==> src/rtl/z80fi_insn_capture.sv <==
// z80fi_insn_capture
//
// Collects the opcode bytes of one Z80 instruction as the core fetches them.
// It also records the IP/IX/IY values from before and after the instruction.
// When the instruction retires, it emits one packet on the z80fi_* outputs.
//
// Ports
//   clk                 single clock, all state on rising edge
//   reset               asynchronous, active-high; clears all state
//   fetch_valid         core fetched one instruction byte this cycle
//   fetch_byte[7:0]     fetched byte, qualified by fetch_valid
//   insn_done           last cycle of the current instruction; live
//                       registers already hold post-instruction values
//   reg_ip/ix/iy[15:0]  live architectural registers
//   z80fi_valid         one-cycle packet strobe
//   z80fi_insn[31:0]    captured bytes, first byte in [7:0], unused bytes 0
//   z80fi_insn_len[2:0] byte count 1..4 (0 only straight out of reset)
//   z80fi_reg_*_in/out  register values before / after the instruction
//   insn_error          one-cycle strobe with z80fi_valid when the
//                       instruction supplied more than 4 bytes
//   dbg_state           current FSM state (0 = IDLE, 1 = CAPTURE)
//
// Handshake: there is no back-pressure. z80fi_valid is a pure valid strobe
// with no ready. The packet fields are registered and stay stable from one
// strobe until the next one. A consumer may sample them on the strobe cycle
// or at any time afterwards.

module z80fi_insn_capture (
    input  logic        clk,
    input  logic        reset,
    input  logic        fetch_valid,
    input  logic [7:0]  fetch_byte,
    input  logic        insn_done,
    input  logic [15:0] reg_ip,
    input  logic [15:0] reg_ix,
    input  logic [15:0] reg_iy,
    output logic        z80fi_valid,
    output logic [31:0] z80fi_insn,
    output logic [2:0]  z80fi_insn_len,
    output logic [15:0] z80fi_reg_ip_in,
    output logic [15:0] z80fi_reg_ip_out,
    output logic [15:0] z80fi_reg_ix_in,
    output logic [15:0] z80fi_reg_ix_out,
    output logic [15:0] z80fi_reg_iy_in,
    output logic [15:0] z80fi_reg_iy_out,
    output logic        insn_error,
    output logic        dbg_state
);

    typedef enum logic [0:0] {
        IDLE    = 1'b0,
        CAPTURE = 1'b1
    } state_t;

    state_t state, state_next;

    // Working copy of the instruction being collected.
    logic [31:0] w_insn;
    logic [2:0]  w_len;
    logic [15:0] w_ip_in, w_ix_in, w_iy_in;
    logic        w_ovf;

    // Next values of the working registers.
    logic [31:0] insn_next;
    logic [2:0]  len_next;
    logic        ovf_next;
    logic        start;     // first byte of a new instruction this cycle
    logic        complete;  // packet is latched into the output registers

    // Pre-instruction values as seen at completion time. A single-cycle
    // instruction has not been snapshotted yet, so it uses the live values.
    logic [15:0] ip_in_sel, ix_in_sel, iy_in_sel;

    assign dbg_state = state;

    always_ff @(posedge clk or posedge reset) begin
        if (reset) begin
            state <= IDLE;
        end else begin
            state <= state_next;
        end
    end

    always_comb begin
        state_next = state;
        insn_next  = w_insn;
        len_next   = w_len;
        ovf_next   = w_ovf;
        start      = 1'b0;
        complete   = 1'b0;

        case (state)
            IDLE: begin
                // insn_done without a fetch has no instruction to close,
                // so it is ignored here.
                if (fetch_valid) begin
                    start     = 1'b1;
                    insn_next = {24'h0, fetch_byte};
                    len_next  = 3'd1;
                    ovf_next  = 1'b0;
                    if (insn_done) begin
                        complete = 1'b1;
                    end else begin
                        state_next = CAPTURE;
                    end
                end
            end

            CAPTURE: begin
                // A byte that arrives together with insn_done still belongs
                // to this instruction. It is merged in before completion.
                if (fetch_valid) begin
                    if (w_len < 3'd4) begin
                        len_next = w_len + 3'd1;
                        case (w_len)
                            3'd1:    insn_next[15:8]  = fetch_byte;
                            3'd2:    insn_next[23:16] = fetch_byte;
                            3'd3:    insn_next[31:24] = fetch_byte;
                            default: insn_next[7:0]   = fetch_byte;
                        endcase
                    end else begin
                        // Fifth and later bytes are dropped. The length
                        // saturates at 4 and never wraps.
                        ovf_next = 1'b1;
                    end
                end
                if (insn_done) begin
                    complete   = 1'b1;
                    state_next = IDLE;
                end
            end

            default: begin
                state_next = IDLE;
            end
        endcase
    end

    always_comb begin
        ip_in_sel = w_ip_in;
        ix_in_sel = w_ix_in;
        iy_in_sel = w_iy_in;
        if (start) begin
            ip_in_sel = reg_ip;
            ix_in_sel = reg_ix;
            iy_in_sel = reg_iy;
        end
    end

    // Working registers
    always_ff @(posedge clk or posedge reset) begin
        if (reset) begin
            w_insn  <= 32'h0;
            w_len   <= 3'd0;
            w_ip_in <= 16'h0;
            w_ix_in <= 16'h0;
            w_iy_in <= 16'h0;
            w_ovf   <= 1'b0;
        end else begin
            w_insn <= insn_next;
            w_len  <= len_next;
            // The overflow flag belongs to one packet only.
            w_ovf  <= complete ? 1'b0 : ovf_next;
            if (start) begin
                w_ip_in <= reg_ip;
                w_ix_in <= reg_ix;
                w_iy_in <= reg_iy;
            end
        end
    end

    // Packet output registers. The strobes last one cycle. The data fields
    // hold their values until the next completion.
    always_ff @(posedge clk or posedge reset) begin
        if (reset) begin
            z80fi_valid      <= 1'b0;
            insn_error       <= 1'b0;
            z80fi_insn       <= 32'h0;
            z80fi_insn_len   <= 3'd0;
            z80fi_reg_ip_in  <= 16'h0;
            z80fi_reg_ix_in  <= 16'h0;
            z80fi_reg_iy_in  <= 16'h0;
            z80fi_reg_ip_out <= 16'h0;
            z80fi_reg_ix_out <= 16'h0;
            z80fi_reg_iy_out <= 16'h0;
        end else begin
            z80fi_valid <= complete;
            insn_error  <= complete & ovf_next;
            if (complete) begin
                z80fi_insn       <= insn_next;
                z80fi_insn_len   <= len_next;
                z80fi_reg_ip_in  <= ip_in_sel;
                z80fi_reg_ix_in  <= ix_in_sel;
                z80fi_reg_iy_in  <= iy_in_sel;
                z80fi_reg_ip_out <= reg_ip;
                z80fi_reg_ix_out <= reg_ix;
                z80fi_reg_iy_out <= reg_iy;
            end
        end
    end

endmodule
==> config.mk <==
export PLATFORM = sky130hd
export DESIGN_NAME = z80fi_insn_capture
export DESIGN_NICKNAME = d
export VERILOG_FILES = /design/src/rtl/z80fi_insn_capture.sv
export SDC_FILE = /design/constraint.sdc
export NUM_CORES = 1
export LEC_CHECK = 0
export ABC_CLOCK_PERIOD_IN_PS = 9750
export CELL_PAD_IN_SITES_DETAIL_PLACEMENT = 2
export CELL_PAD_IN_SITES_GLOBAL_PLACEMENT = 2
export CORE_AREA = 2 2 164 166
export DETAILED_ROUTE_END_ITERATION = 16
export DIE_AREA = 0 0 166 168
export PLACE_DENSITY = 0.87
export SLEW_MARGIN = 20
export SYNTH_ARGS = -nofsm -noshare
export SYNTH_HDL_FRONTEND = slang
export SYNTH_SLANG_ARGS = --single-unit
==> constraint.sdc <==
create_clock -name clk -period 9.75 [get_ports clk]
set_clock_uncertainty 0.05 [all_clocks]
set_input_delay 2.4375 -clock clk [delete_from_list [all_inputs] [get_ports clk]]
set_output_delay 2.4375 -clock clk [all_outputs]
set_load 0.1 [all_outputs]
# [Word level (Yosys, flattened, before mapping)]
# Index checks and enable logic that the tools add are counted.
[totals] reg_bits=218 latchBits=0 ram_bits=0 mem_bits_ro=0 input_bits=60 wordCells=53 memories=0
[classes] n_addsub=1 mul=0 div_mod_pow=0 n_lt_le_gt_ge=1 n_eq_ne=3 shifts=0 n_mux=28 n_bitwise=2 n_reduce_logical=1
[ops] operator="2-to-1 mux 32 bit" count=3
[ops] operator="one-hot mux 32 bit (2 select lines)" count=1
[ops] operator="2-to-1 mux 16 bit" count=3
[ops] operator="2-to-1 mux 8 bit" count=4
[ops] operator="2-to-1 mux 1 bit" count=10
[ops] operator="2-to-1 mux 3 bit" count=3
[ops] operator="== test 3 x 2 -> 1 bit (second input constant)" count=2
[ops] operator="one-hot mux 1 bit (2 select lines)" count=3
[ops] operator="one-hot mux 3 bit (2 select lines)" count=1
[ops] operator="adder 3 x 1 -> 3 bit (second input constant)" count=1
[ops] operator="== test 3 x 1 -> 1 bit (second input constant)" count=1
[ops] operator="< comparator 3 bit (second input constant)" count=1
[ops] operator="OR reduction 3 bit" count=1
[ops] operator="bitwise AND 1 bit" count=1
[ops] operator="NOT 1 bit" count=1

# [Depth between registers and ports, before layout]
[logic_depth] ltp_word=6 mapped_depth=7 depth_no_buf=5

# [Worst setup path after synthesis]
# Ideal clock, no wire load.
[synth_path] kind="input port to flip-flop" start="in fetch_valid" end="reg z80fi_reg_ip_in[0]" arrival_ps=3361 slack_ps=6213 path_stages=5 path_buffers=2 cell_sequence="nand2b_2 -> buf_6 -> buf_6 -> mux2_4 -> mux2_2"
[synth_via] elab_chain_len=3 elab_cells_between_ends=5
[synth_lines] item="start, declared" line="31" text="input logic fetch_valid,"
[synth_lines] item="2-to-1 mux 1 bit" line="96" text="if (fetch_valid) begin"
[synth_lines] item="2-to-1 mux 1 bit" line="92" text="case (state)"
[synth_lines] item="2-to-1 mux 16 bit" line="143" text="if (start) begin"
[synth_lines] item="net ip_in_sel[0]" line="72" text="logic [15:0] ip_in_sel, ix_in_sel, iy_in_sel;"
[synth_lines] item="end signal, assigned" line="192" text="z80fi_reg_ip_in <= ip_in_sel;"
[synth_lines] item="end, declared" line="40" text="output logic [15:0] z80fi_reg_ip_in,"
# The timed path passes the listed nets, and every way through them passes these cells.
# A chain may end at the register's enable or synchronous reset.

# [Worst setup path after layout]
[layout_path] start="reg state, in the netlist dbg_state" end="out dbg_state"
[layout_lines] item="start, declared" line="55" text="state_t state, state_next;"
[layout_lines] item="start signal, assigned" line="80" text="state <= state_next;"
[layout_lines] item="end, declared" line="47" text="output logic dbg_state"
# No word-level cell between the ends.

==> flow_metrics.py <==
metrics = {
    "floorplan": {
        "core_area_um2": 26400,
        "fp.dieH_um": 168,
        "ios": 194,
        "dieArea_um2": 27900,
        "die_w_um": 166,
        "start_util_pct": 32.4,
        "core.rowCount": 60,
    },
    "drt": {
        "via_per_inst": 4.82,
        "drtPass1Iterations": 4,
        "routed_wl_um": 25000,
        "wl_per_cell_um": 20.0,
        "postRouteAntennaNets": 0,
        "remaining_drc_errors": 0,
        "drt_iter0_markers": 322,
        "vias": 6029,
    },
    "grt": {
        "antenna_found_initial": 0,
        "grt_pass1_wl_um": 40700,
        "grt_pass1_vias": 6971,
        "grt_max_degree": 138,
        "grt_usage_pct": 18.0,
        "grt.overflow.total": 0,
    },
    "sta": {
        "holdWs_ns": 0.427,
        "post-route-min-period_ns": 5.00,
        "setup_viol": 0,
        "min_period_over_period_pct": 51.3,
        "drv_slew": 0,
        "finalHoldViolations": 0,
        "rsz0062_at_grt": "false",
        "finalSetupTns_ns": 0,
        "tightest_slew_ns": 1.10,
        "fmax_ghz": 0.200,
        "relSlewSlack_pct": 26.4,
    },
    "placed_design": {
        "dpl_cell_area_um2": 10700,
        "dp_cells": 1206,
        "io_buffers": 193,
        "gp_congestion": 0.752,
        "hpwl_um": 16400,
    },
    "clock_tree": {
        "post_cts_buffers": 0,
        "clockBufferDepth": 3,
        "htree_levels": 1,
        "clockRootBuffer": "clkbuf_16",
        "cts_buffers": 25,
        "cts_tree": "yes",
        "clk_pin_slew_worst_paths_ns": 0.06,
        "cts.sinks": 218,
        "hold_buffers": 0,
        "postCtsResizedCells": 0,
        "clock_latency_ns": 0.51,
    },
    "synth": {
        "syn-cell-area_um2": 8530,
        "avgSynthCellArea_um2": 12.1,
        "yosysUniqueCellTypes": 31,
        "synthesis.nets": 768,
        "synth-seq-cells": 218,
        "netlist_instances": 705,
        "yosysSeqAreaShare_pct": 63.9,
        "ys_warn_count": 0,
    },
    "worst_setup_path": {
        "r2r_end": "z80fi_reg_iy_in[15]",
        "end_kind": "primary output",
        "crit_required_ns": 7.26,
        "crit_chain": "clkdlybuf4s50_1",
        "r2r_cells": 4,
        "crit_type": "flop to primary output",
        "start_kind": "flop",
        "ff2ff_setup_slack_ns": 6.88,
        "cp_max_fo": 13,
        "cpPeakStageDelay_ns": 1.28,
        "cp_top_family": "buffers and inverters",
        "worst_ep_arrival_time_ns": 2.51,
        "r2r_start": "dbg_state",
        "critPathBufInv": 1,
        "slowest_stage": "clkdlybuf4s50_1",
    },
    "flow_run": {
        "maxCapViolations": 0,
    },
    "layout": {
        "fin_cells": 1251,
        "synthToLayoutAreaGrowth_pct": 35.4,
        "antenna_cells": 0,
        "drive_gt1_share_pct": 13.5,
        "final_area_um2": 11600,
        "fin_nets": 955,
    },
    "pwr": {
        "ir_drop_uv": 118,
        "p_leak_nw": 5.29,
        "power_density_nw_per_um2": 278,
        "finalPower_mw": 3.21,
    },
    "hold_path": {
        "hold_class": "flop to flop",
        "hold_start": "z80fi_reg_ip_out[7]",
        "hold_depth": 2,
        "min_to": "z80fi_reg_ip_out[7]",
    },
    "outcome": {
        "status": "finished clean",
    },
}
[how the worst max path moves through the flow]
stage | start | endpoint | slack (ns) | depth (start not counted)
finish | dbg_state | dbg_state | 4.75 | 1
CTS | dbg_state | dbg_state | 4.71 | 1
detailed placement | fetch_valid | z80fi_reg_iy_in[15] | 4.59 | 6
global placement | fetch_valid | z80fi_reg_iy_in[9] | 4.67 | 6
floorplan | reset | dbg_state | 1.30 | 1
global route | dbg_state | dbg_state | 4.66 | 1
[layout make-up]
class	instances	area (um2)
Timing Repair Buffer	199	1980
Clock inverter	11	63.8
Inverter	8	40.0
Tap cell	341	427
Clock buffer	34	739
Sequential cell	218	5460
Multi-Input combinational cell	440	2850
Fill cell	2626	14800
[cell families after synthesis]
logic type,count (synthesis),synth area share [%]
DFF,218,63.9
AOI/OAI and AO/OA,87,5.85
muxes,122,16.6
buffers and inverters,47,2.70
adders and majority gates,3,0.440
and+or+nand+nor,228,10.4
[Yosys cell counts]
cell type / count / share of area (%)
buf_6: 3 / 0.40
nor3b_1: 1 / 0.088
buf_4: 1 / 0.088
mux2i_1: 24 / 2.8
ha_1: 3 / 0.44
nand2_1: 204 / 9.0
a31oi_1: 8 / 0.59
o22ai_1: 1 / 0.073
mux2_4: 20 / 3.5
mux2_2: 48 / 6.3
nor2_1: 10 / 0.44
inv_1: 7 / 0.31
nand2b_1: 1 / 0.073
o21ai_0: 58 / 3.4
mux2_1: 30 / 4.0
inv_2: 1 / 0.044
clkbuf_1: 13 / 0.57
o41ai_4: 1 / 0.32
nand3_1: 7 / 0.41
o22a_1: 1 / 0.10
buf_2: 22 / 1.3
and3_1: 1 / 0.073
a21o_1: 1 / 0.088
o41a_1: 1 / 0.13
nand2b_2: 1 / 0.10
o21ai_4: 1 / 0.19
a21boi_0: 1 / 0.088
nand3b_1: 3 / 0.26
a21oi_1: 13 / 0.76
o32ai_1: 1 / 0.10
dfrtp_1: 218 / 64
[metal layers]
metal / wire [um] / share of wire (%) / GRT usage, %
met1: 10800 / 43 / 22.6
met2: 12600 / 50 / 32.2
met3: 1140 / 4.5 / 3.62
met4: 440 / 1.8 / 4.16
met5: 0 / 0 / 0
[state kept, by name (all words and copies together), names as in the netlist]
signal            count
z80fi_insn_len        3
z80fi_reg_ip_in      16
z80fi_insn           32
insn_error            1
w_ix_in              16
w_ovf                 1
w_ip_in              16
z80fi_valid           1
z80fi_reg_iy_in      16
w_insn               32
z80fi_reg_ix_in      16
w_len                 3
dbg_state             1
z80fi_reg_ix_out     16
w_iy_in              16
z80fi_reg_iy_out     16
z80fi_reg_ip_out     16
[metrics by stage]
| stage | worst slack, ns | utilization, % |
|---|---|---|
| after floorplan | 1.30 | - |
| after global placement | 4.67 | 40.8 |
| after detailed placement | 4.59 | 40.8 |
| after CTS | 4.71 | 43.8 |
| after global routing | 4.66 | 43.8 |
| final | 4.75 | 43.8 |
[cell usage in the layout, fill, tap and decap left out]
| cell type | instances |
|---|---|
| a31oi_1 | 8 |
| inv_1 | 6 |
| clkbuf_1 | 1 |
| nand2_1 | 204 |
| nand2b_2 | 1 |
| a21oi_1 | 13 |
| buf_6 | 1 |
| ha_1 | 3 |
| o32ai_1 | 1 |
| nand3b_1 | 3 |
| o22a_1 | 1 |
| clkinv_4 | 1 |
| nor2_1 | 10 |
| clkinv_2 | 8 |
| clkinvlp_4 | 2 |
| a21boi_0 | 1 |
| o21ai_4 | 1 |
| nand3_1 | 7 |
| clkdlybuf4s50_1 | 193 |
| mux2_2 | 48 |
| a21o_1 | 1 |
| buf_4 | 5 |
| inv_4 | 1 |
| o22ai_1 | 1 |
| mux2i_1 | 24 |
| o21ai_0 | 58 |
| dfrtp_1 | 218 |
| nor3b_1 | 1 |
| mux2_4 | 20 |
| o41a_1 | 1 |
| inv_8 | 1 |
| o41ai_4 | 1 |
| and3_1 | 1 |
| mux2_1 | 30 |
| nand2b_1 | 1 |
| clkbuf_8 | 8 |
| clkbuf_16 | 25 |
[power by group]
group / switching, mW / internal (mW)
Combinational: 0.906 / 0.282
Sequential: 0.0770 / 1.04
Clock: 0.378 / 0.529
Power figures use the tool's default switching activity.
